**src/rtl/md_issue_ctrl.sv**
```systemverilog
// Issue/hazard controller for the HI/LO multiply-divide unit: registered command pulses,
// shadow busy countdown and ID stall. Optional busy cross-check under MD_BUSY_CHECK_EN.
module md_issue_ctrl #(
  parameter int MUL_LAT = 5,
  parameter int DIV_LAT = 10,
  parameter int CNT_W   = 4
) (
  input  logic             clk,
  input  logic             reset,
  input  logic             id_valid,
  input  logic             id_md,
  input  logic [1:0]       id_md_op,
  input  logic             id_mt,
  input  logic             id_mf,
  input  logic             id_hl_sel,
  input  logic             ext_stall,
  input  logic             id_flush,
  input  logic [2:0]       md_busy,
`ifdef MD_BUSY_CHECK_EN
  output logic             md_err,
`endif
  output logic [3:0]       md_ctrl,
  output logic             md_we_hi,
  output logic             md_we_lo,
  output logic             md_stall,
  output logic [CNT_W-1:0] md_cnt
);

  typedef enum logic {IDLE, BUSY} state_t;
  state_t state_q, state_d;

  logic             uses, advance, issue_md, issue_mt;
  logic [CNT_W-1:0] cnt_d;
  logic [3:0]       ctrl_d;
  logic             we_hi_d, we_lo_d;

  assign uses     = id_valid & (id_md | id_mt | id_mf);
  assign md_stall = uses & (md_cnt != '0);
  assign advance  = id_valid & ~md_stall & ~ext_stall & ~id_flush;
  // id_md wins over id_mt when the decoder raises both
  assign issue_md = advance & id_md;
  assign issue_mt = advance & ~id_md & id_mt;

  always_ff @(posedge clk) begin
    if (!reset) begin
      state_q  <= IDLE;
      md_cnt   <= '0;
      md_ctrl  <= 4'b0000;
      md_we_hi <= 1'b0;
      md_we_lo <= 1'b0;
    end else begin
      state_q  <= state_d;
      md_cnt   <= cnt_d;
      md_ctrl  <= ctrl_d;
      md_we_hi <= we_hi_d;
      md_we_lo <= we_lo_d;
    end
  end

  always_comb begin
    state_d = state_q;
    cnt_d   = md_cnt;
    ctrl_d  = 4'b0000;
    we_hi_d = 1'b0;
    we_lo_d = 1'b0;
    case (state_q)
      IDLE: begin
        if (issue_md) begin
          ctrl_d  = {2'b10, id_md_op};
          cnt_d   = id_md_op[1] ? CNT_W'(DIV_LAT) : CNT_W'(MUL_LAT);
          state_d = BUSY;
        end else if (issue_mt) begin
          we_hi_d = id_hl_sel;
          we_lo_d = ~id_hl_sel;
        end
      end
      BUSY: begin
        // the stall keeps md/mt ops out of ID, so the count only drains here
        cnt_d = md_cnt - 1'b1;
        if (md_cnt == CNT_W'(1)) state_d = IDLE;
      end
      default: state_d = IDLE;
    endcase
  end

`ifdef MD_BUSY_CHECK_EN
  // the unit may lag the shadow by one edge right after an issue, so skip that cycle
  always_ff @(posedge clk) begin
    if (!reset)
      md_err <= 1'b0;
    else if ((md_cnt == '0) && (md_busy != 3'd0) && !md_ctrl[3])
      md_err <= 1'b1;
  end
`else
  logic md_busy_unused;
  assign md_busy_unused = ^md_busy;
`endif

endmodule

```
**config.mk**
```make
export PLATFORM = sky130hd
export DESIGN_NAME = md_issue_ctrl
export DESIGN_NICKNAME = d
export VERILOG_FILES = /design/src/rtl/md_issue_ctrl.sv
export SDC_FILE = /design/constraint.sdc
export NUM_CORES = 1
export LEC_CHECK = 0
export ABC_AREA = 1
export ABC_CLOCK_PERIOD_IN_PS = 2200
export BUFFER_PORTS_ARGS = -buffer_cell sky130_fd_sc_hd__buf_2
export CAP_MARGIN = 5
export CORE_AREA = 3 3 40 42
export DETAILED_ROUTE_END_ITERATION = 12
export DIE_AREA = 0 0 43 45
export MAX_ROUTING_LAYER = met4
export PLACE_DENSITY = 0.68
export SYNTH_ARGS = -nofsm -noshare
export SYNTH_HDL_FRONTEND = slang
export SYNTH_SLANG_ARGS = --single-unit
```
**constraint.sdc**
```tcl
create_clock -name clk -period 2.2 [get_ports clk]
set_input_delay 0 -clock clk [delete_from_list [all_inputs] [get_ports clk]]
set_output_delay 0 -clock clk [all_outputs]
set_load 0.1 [all_outputs]
```
==> metrics, run 1 <==
status complete, no violations; GPL Wtd Cong 0.851; share of synthesized registers carrying an async set or reset 0%; Inst Count DP roughly 100; max_cap viols 0; Synth Area in XOR/XNOR under 10%; area of the multi-input gates between 200 and 300 um^2; fin area around 700 um^2; diode count 0; worst path required time ~2.2 ns; wire per inst 9.79 um; pwr dens 673 nW/um^2; worst skew pair latency approximately 0.26 ns; sequential area share after synthesis 38.1%; global-route usage over all layers about an eighth; port bufs 20; Final Net Count 111; Die X between 40 and 50 um; CP Class reg -> out; routed vias/inst 4.50; syn avg cell area 7.84 um^2; worst slack, placed 0.807 ns; Arrival @ worst endpoint between 1.5 and 2 ns; Fillers 132; die area 1940 um^2; Synth Area in Adders 4.76%; total CTS buffers 3; sw power 0.158 mW; post-route minimum period roughly 1.7 ns; Critical Path Source Type register; Pint approximately 0.32 mW; I/O pin cnt 25; Yosys reg bits 10; final hold viol count 0; Final Worst Setup Slack 0.544 ns; Max VDD drop 0.000478 V; FP Rows 13; Cell variety after synth 22; layout cells sized above 1 35.1%; Leakage around 0.36 nW; drt pass-1 iters 2; postcts setup bufs 0; non-filler cells, final 109; ratio of final minimum period to clock period 75.3%; Max Buffers Root-to-Sink 2; cell with the most instances after synthesis inv_1; H-tree depth 1; switching part of the total power 32.8%; drt drc 0; Reg2Reg Depth 9; Die Y 45 um; compound-cell area share of the yosys netlist 5.71%; Routed WL between 1 and 1.5 mm; portion of total power attributed to combinational logic 26.8%; TritonCTS clock tree yes; CTS clk-pin slew, worst paths 0.06 ns; RSZ-0062 raised after global routing no; Clock power frac 33.1%; Post-Synth Simple-Gate Area about two fifths; Root Buffer clkbuf_4; YS warnings 0; Detailed Route Iter0 Violations 3; vias in the first global route between 400 and 500; Post-CTS Resized 0; hpwl dp 865 um; dpl cell area around 640 um^2; initial antenna violation count 0; CP Max Fanout 5; Slew Limit Fails 0; number of clock sinks 10; sequential share of power between 40 and 50%; Main synth FF type dfxtp_1; final antenna-violating net count 0; area delta synth->final 36.0%; Post-Synthesis Cell Area 526 um^2; syn nets 83; register area 201 um^2; dominant cell type by area after synthesis dfxtp_1; setup_tns 0 ns; Hold WS 0.0776 ns; Overflow after GRT 0; largest family of logic cells by synthesized area simple AND/OR/NAND/NOR gates; Post-Synthesis Cells 67; fmax 604 MHz; mux cell area share after synthesis 0%; vias post-DR between 400 and 500; HP Class in -> reg; Hold Crit Depth 4; EDFF count, synth 0; Post-synth top cells inv_1, dfxtp_1, nor2_1, nand2_1, nand3_1; Area contributors post-synth dfxtp_1, inv_1, nand3_1; post-synth top area share between 30% and 40%; Setup Skew 0.00276 ns; Worst setup EP type output port; Placeable Area 1280 um^2; largest net degree at the start of global routing 8; Initial Util 40.9%; final setup fails 0; first-pass GRT wire length 1.70 mm
==> power groups by stage <==
stage	registers (mW)	logic, mW	clock network [mW]
2_1_floorplan	0.233	0.0631	0
3_3_place_gp	0.196	0.122	0
3_5_place_dp	0.197	0.124	0
4_1_cts	0.193	0.130	0.165
5_1_grt	0.193	0.138	0.173
6_report	0.193	0.129	0.159
==> worst max-delay path: stages, from the launching register on <==
cell     delay [ns]
dfxtp_1        0.38
inv_1          0.07
ha_1           0.23
nand2_1        0.09
nand3_2        0.13
inv_1          0.07
buf_2          0.42
==> through the flow <==
step / total power [mW] / utilization [%]
2_1_floorplan: 0.296 / -
3_3_place_gp: 0.319 / 49.7
3_5_place_dp: 0.321 / 49.7
4_1_cts: 0.488 / 55.6
5_1_grt: 0.505 / 55.6
6_report: 0.480 / 55.6
==> logic make-up after synthesis <==
kind of cell | Yosys count
AO/OA/AOI/OAI | 6
flip-flops | 10
buffers and inverters | 13
other | 1
AND/OR/NAND/NOR | 34
adder cells (fa/ha/maj) | 2
XOR/XNOR | 1
==> flip-flops by register name, summed over array words and instances, names as in the netlist <==
register	flops
md_cnt	4
md_ctrl	3
state_q	1
md_we_lo	1
md_we_hi	1
==> timing repair <==
item	in CTS	in global routing
hold buffers	4	0
setup endpoints to repair	0	0
hold endpoints to repair	4	0
==> per-layer routing <==
metal	global-route usage [%]	part of all wire [%]	vias up
met5	-	0	-
met4	1.81	0	0
met3	7.17	7.5	0
met2	20.1	52	12
met1	13.7	41	215
li1	-	-	263
==> final cells by class <==
type / count / share of cell area [%]
flip-flops and latches: 10 / 28.2
clock buffers: 4 / 5.08
well taps: 15 / 2.63
multi-input cells: 44 / 38.2
inverters: 12 / 6.30
repair buffers: 24 / 19.6
==> layout by cell type, fill, tap and decap left out, drive strengths merged, types with 2 or more instances in the layout <==
master and count:
dlygate4sd3 4, nor3 3, nand2 8, nor3b 2, o21ai 3, a21oi 3, inv 12, ha 2
dfxtp 10, nand3 9, nor2 10, clkbuf 4, buf 20
==> final timing paths <==
path / slack [ns] / to / from
min reg2reg: 0.53 / md_cnt[0] / md_cnt[0]
max: 0.54 / md_stall / md_cnt[0]
min: 0.08 / md_we_hi / ext_stall
max reg2reg: 0.82 / md_cnt[1] / md_cnt[0]
Power figures use the tool's default switching activity.
==> run 2: changes to the inputs <==
- ABC_AREA: 1 -> 0
- ABC_CLOCK_PERIOD_IN_PS: 2200 -> 1700
- PLACE_DENSITY: 0.68 -> 0.67
- clock period: 2.2 -> 1.7 ns (I/O delays scaled with it)
==> metrics, run 2 <==
switching part of the total power 36.7% (+3.9 points); Yosys reg bits 10 (unchanged); Cell variety after synth 29 (+32%); Main synth FF type dfxtp_1; Final Worst Setup Slack 0.0606 ns (-0.484 ns); worst slack, placed -0.00239 ns (-0.809 ns); syn nets 67 (-19%); initial antenna violation count 0 (unchanged); TritonCTS clock tree yes; worst path required time 1.88 ns (-0.32 ns); Pint 0.422 mW (+31%); drt pass-1 iters 4 (+2); Overflow after GRT 0 (unchanged); commonest cells after routing, fill and taps aside buf_2, buf_4, dfxtp_1; GPL Wtd Cong 0.804 (-5.6%); Detailed Route Iter0 Violations 28 (+25); largest net degree at the start of global routing 12 (+4); drt drc 0 (unchanged); final hold viol count 0 (unchanged); Hold Path End md_we_lo; share of synthesized registers carrying an async set or reset 0% (unchanged); Fillers 100 (-24%); registers with the most flip-flops md_cnt: 4 flops, md_ctrl: 3 flops; max reg flops 4 (unchanged); Placeable Area 1280 um^2 (unchanged); Hold Startpoint id_mt; vias post-DR 533 (+8.8%); Reg2Reg Setup Slack 0.06 ns (-0.76 ns); Post-synth top cells dfxtp_1, inv_1, nor2_1, nor4b_1; Critical R2R Capture md_cnt[0]; CTS clk-pin slew, worst paths 0.07 ns (about the same); Worst setup EP type register; Initial Util 39.7% (-1.2 points); Die Y 45 um (unchanged); portion of total power attributed to combinational logic 36.1% (+9.3 points); pwr dens 815 nW/um^2 (+21%); routed vias/inst 5.33 (+19%); Critical Path Source Type register; wire per inst 13.3 um (+36%); hpwl dp 905 um (+4.7%); FP Rows 13 (unchanged); Routed WL 1.33 mm (+25%); Slew Limit Fails 0 (unchanged); Area contributors post-synth dfxtp_1, nor4b_1, ha_1; Largest Register md_cnt; global-route usage over all layers 15.1% (+2.7 points); diode count 0 (unchanged); cell with the most instances after synthesis dfxtp_1; first-pass GRT wire length 2.15 mm (+26%); Setup Skew 0.00171 ns (-0.00105 ns); port bufs 20 (unchanged); worst skew pair latency 0.26 ns (about the same); Arrival @ worst endpoint 1.82 ns (+0.16 ns); sw power 0.245 mW (+55%); final antenna-violating net count 0 (unchanged); CP Class reg -> reg; post-route minimum period around 1.6 ns; Final Net Count 102 (-8.1%); layout cells sized above 1 57.6% (+23 points); Max Buffers Root-to-Sink 2 (unchanged); Clock power frac 25.7% (-7.4 points); vias in the first global route 512 (+23%); RR Startpoint md_cnt[0]; H-tree depth 1 (unchanged); max_cap viols 0 (unchanged); sequential share of power 38.2% (-1.9 points); commonest non-fill, non-tap cell in the layout buf_2; EDFF count, synth 0 (unchanged); Root Buffer clkbuf_4; Reg2Reg Depth 5 (-4); total CTS buffers 3 (unchanged); Post-Synthesis Cell Area 510 um^2 (-2.9%); Die X 43 um (unchanged); Hold Crit Depth 2 (-2); sequential area share after synthesis 39.2% (+1.1 points); postcts setup bufs 0 (unchanged); status complete, no violations; Post-Synthesis Cells 51 (-24%); die area 1940 um^2 (unchanged); post-synth top area share 39.2% (+1.1 points); dpl cell area 714 um^2 (+12%); syn avg cell area 10.0 um^2 (+28%); ratio of final minimum period to clock period 96.4%; Leakage 0.377 nW (+6.0%); dominant cell type by area after synthesis dfxtp_1; area delta synth->final 60.3%; Max VDD drop 0.000382 V (-20%); number of clock sinks 10 (unchanged); fin area 818 um^2 (+15%); CP Max Fanout 4 (-1); YS warnings 0 (unchanged); HP Class in -> reg; I/O pin cnt 25 (unchanged); final setup fails 0 (unchanged); fmax roughly 610 MHz
-- run 2: power groups by stage --
stage | registers (mW) | clock network (mW) | logic [mW]
after global placement | 0.258 | 0 | 0.219
final | 0.254 | 0.172 | 0.241
after CTS | 0.253 | 0.176 | 0.236
after floorplan | 0.312 | 0 | 0.0933
after global routing | 0.256 | 0.190 | 0.254
after detailed placement | 0.258 | 0 | 0.221
-- run 2: layout make-up --
| class | instances | area (um^2) | share of cell area (%) |
|---|---|---|---|
| Clock buffer | 3 | 22.5 | 2.75 |
| Clock inverter | 1 | 3.75 | 0.459 |
| Inverter | 5 | 23.8 | 2.91 |
| Multi-Input combinational cell | 34 | 322 | 39.3 |
| Sequential cell | 10 | 210 | 25.7 |
| Tap cell | 15 | 18.8 | 2.29 |
| Timing Repair Buffer | 32 | 218 | 26.6 |
-- run 2: worst max path at each step --
stage,from,to,slack (ns),cells after the start
6_report,md_cnt[0],md_cnt[0],0.06,5
4_1_cts,md_cnt[0],md_cnt[0],0.03,5
2_1_floorplan,md_cnt[0],md_cnt[0],-0.15,5
3_5_place_dp,md_cnt[1],md_cnt[0],-0.002,5
5_1_grt,md_cnt[1],md_cnt[1],-0.009,6
3_3_place_gp,md_cnt[0],md_ctrl[0],0.006,6
-- run 2: critical path, cell delays in order (launching register included) --
cell      delay, ns
dfxtp_4        0.35
inv_4          0.05
ha_4           0.12
or3b_4         0.39
or4_4          0.43
a221oi_2       0.21
-- run 2: layer usage --
metal	global-route usage [%]	wire length, um
met1	17.1	567
met2	24.9	656
met3	3.98	87
met4	7.23	18
met5	-	0
-- run 2: kinds of logic (layout without fill, tap and decap cells) --
| family | after synthesis | in the layout | synth area share (%) |
|---|---|---|---|
| flip-flops | 10 | 10 | 39.2 |
| adder cells (fa/ha/maj) | 2 | 2 | 4.90 |
| buffers and inverters | 7 | 41 | 5.88 |
| other | 1 | 1 | 0.735 |
| XOR/XNOR | 1 | 1 | 1.72 |
| AND/OR/NAND/NOR | 19 | 19 | 26.5 |
| AO/OA/AOI/OAI | 11 | 11 | 21.1 |
-- run 2: timing repair --
item / 4_1_cts / 5_1_grt
endpoints found under the hold margin: 5 / 0
endpoints found under the setup margin: 3 / 5
hold buffers: 5 / 0
resized for setup: 3 / 2
pin swaps: 2 / 3
-- run 2: per-stage QoR --
step | total power, mW | util (%) | instances | TNS (ns) | hold slack (ns)
final | 0.667 | 63.7 | 100 | 0 | 0.0175
after global routing | 0.700 | 63.7 | 100 | -0.00882 | 0.0162
after CTS | 0.665 | 63.0 | 100 | 0 | 0.0190
after detailed placement | 0.479 | 55.6 | 91 | -0.00239 | 0.193
after global placement | 0.477 | 55.6 | 91 | 0 | 0.185
after floorplan | 0.405 | - | 51 | -0.201 | 0.0714
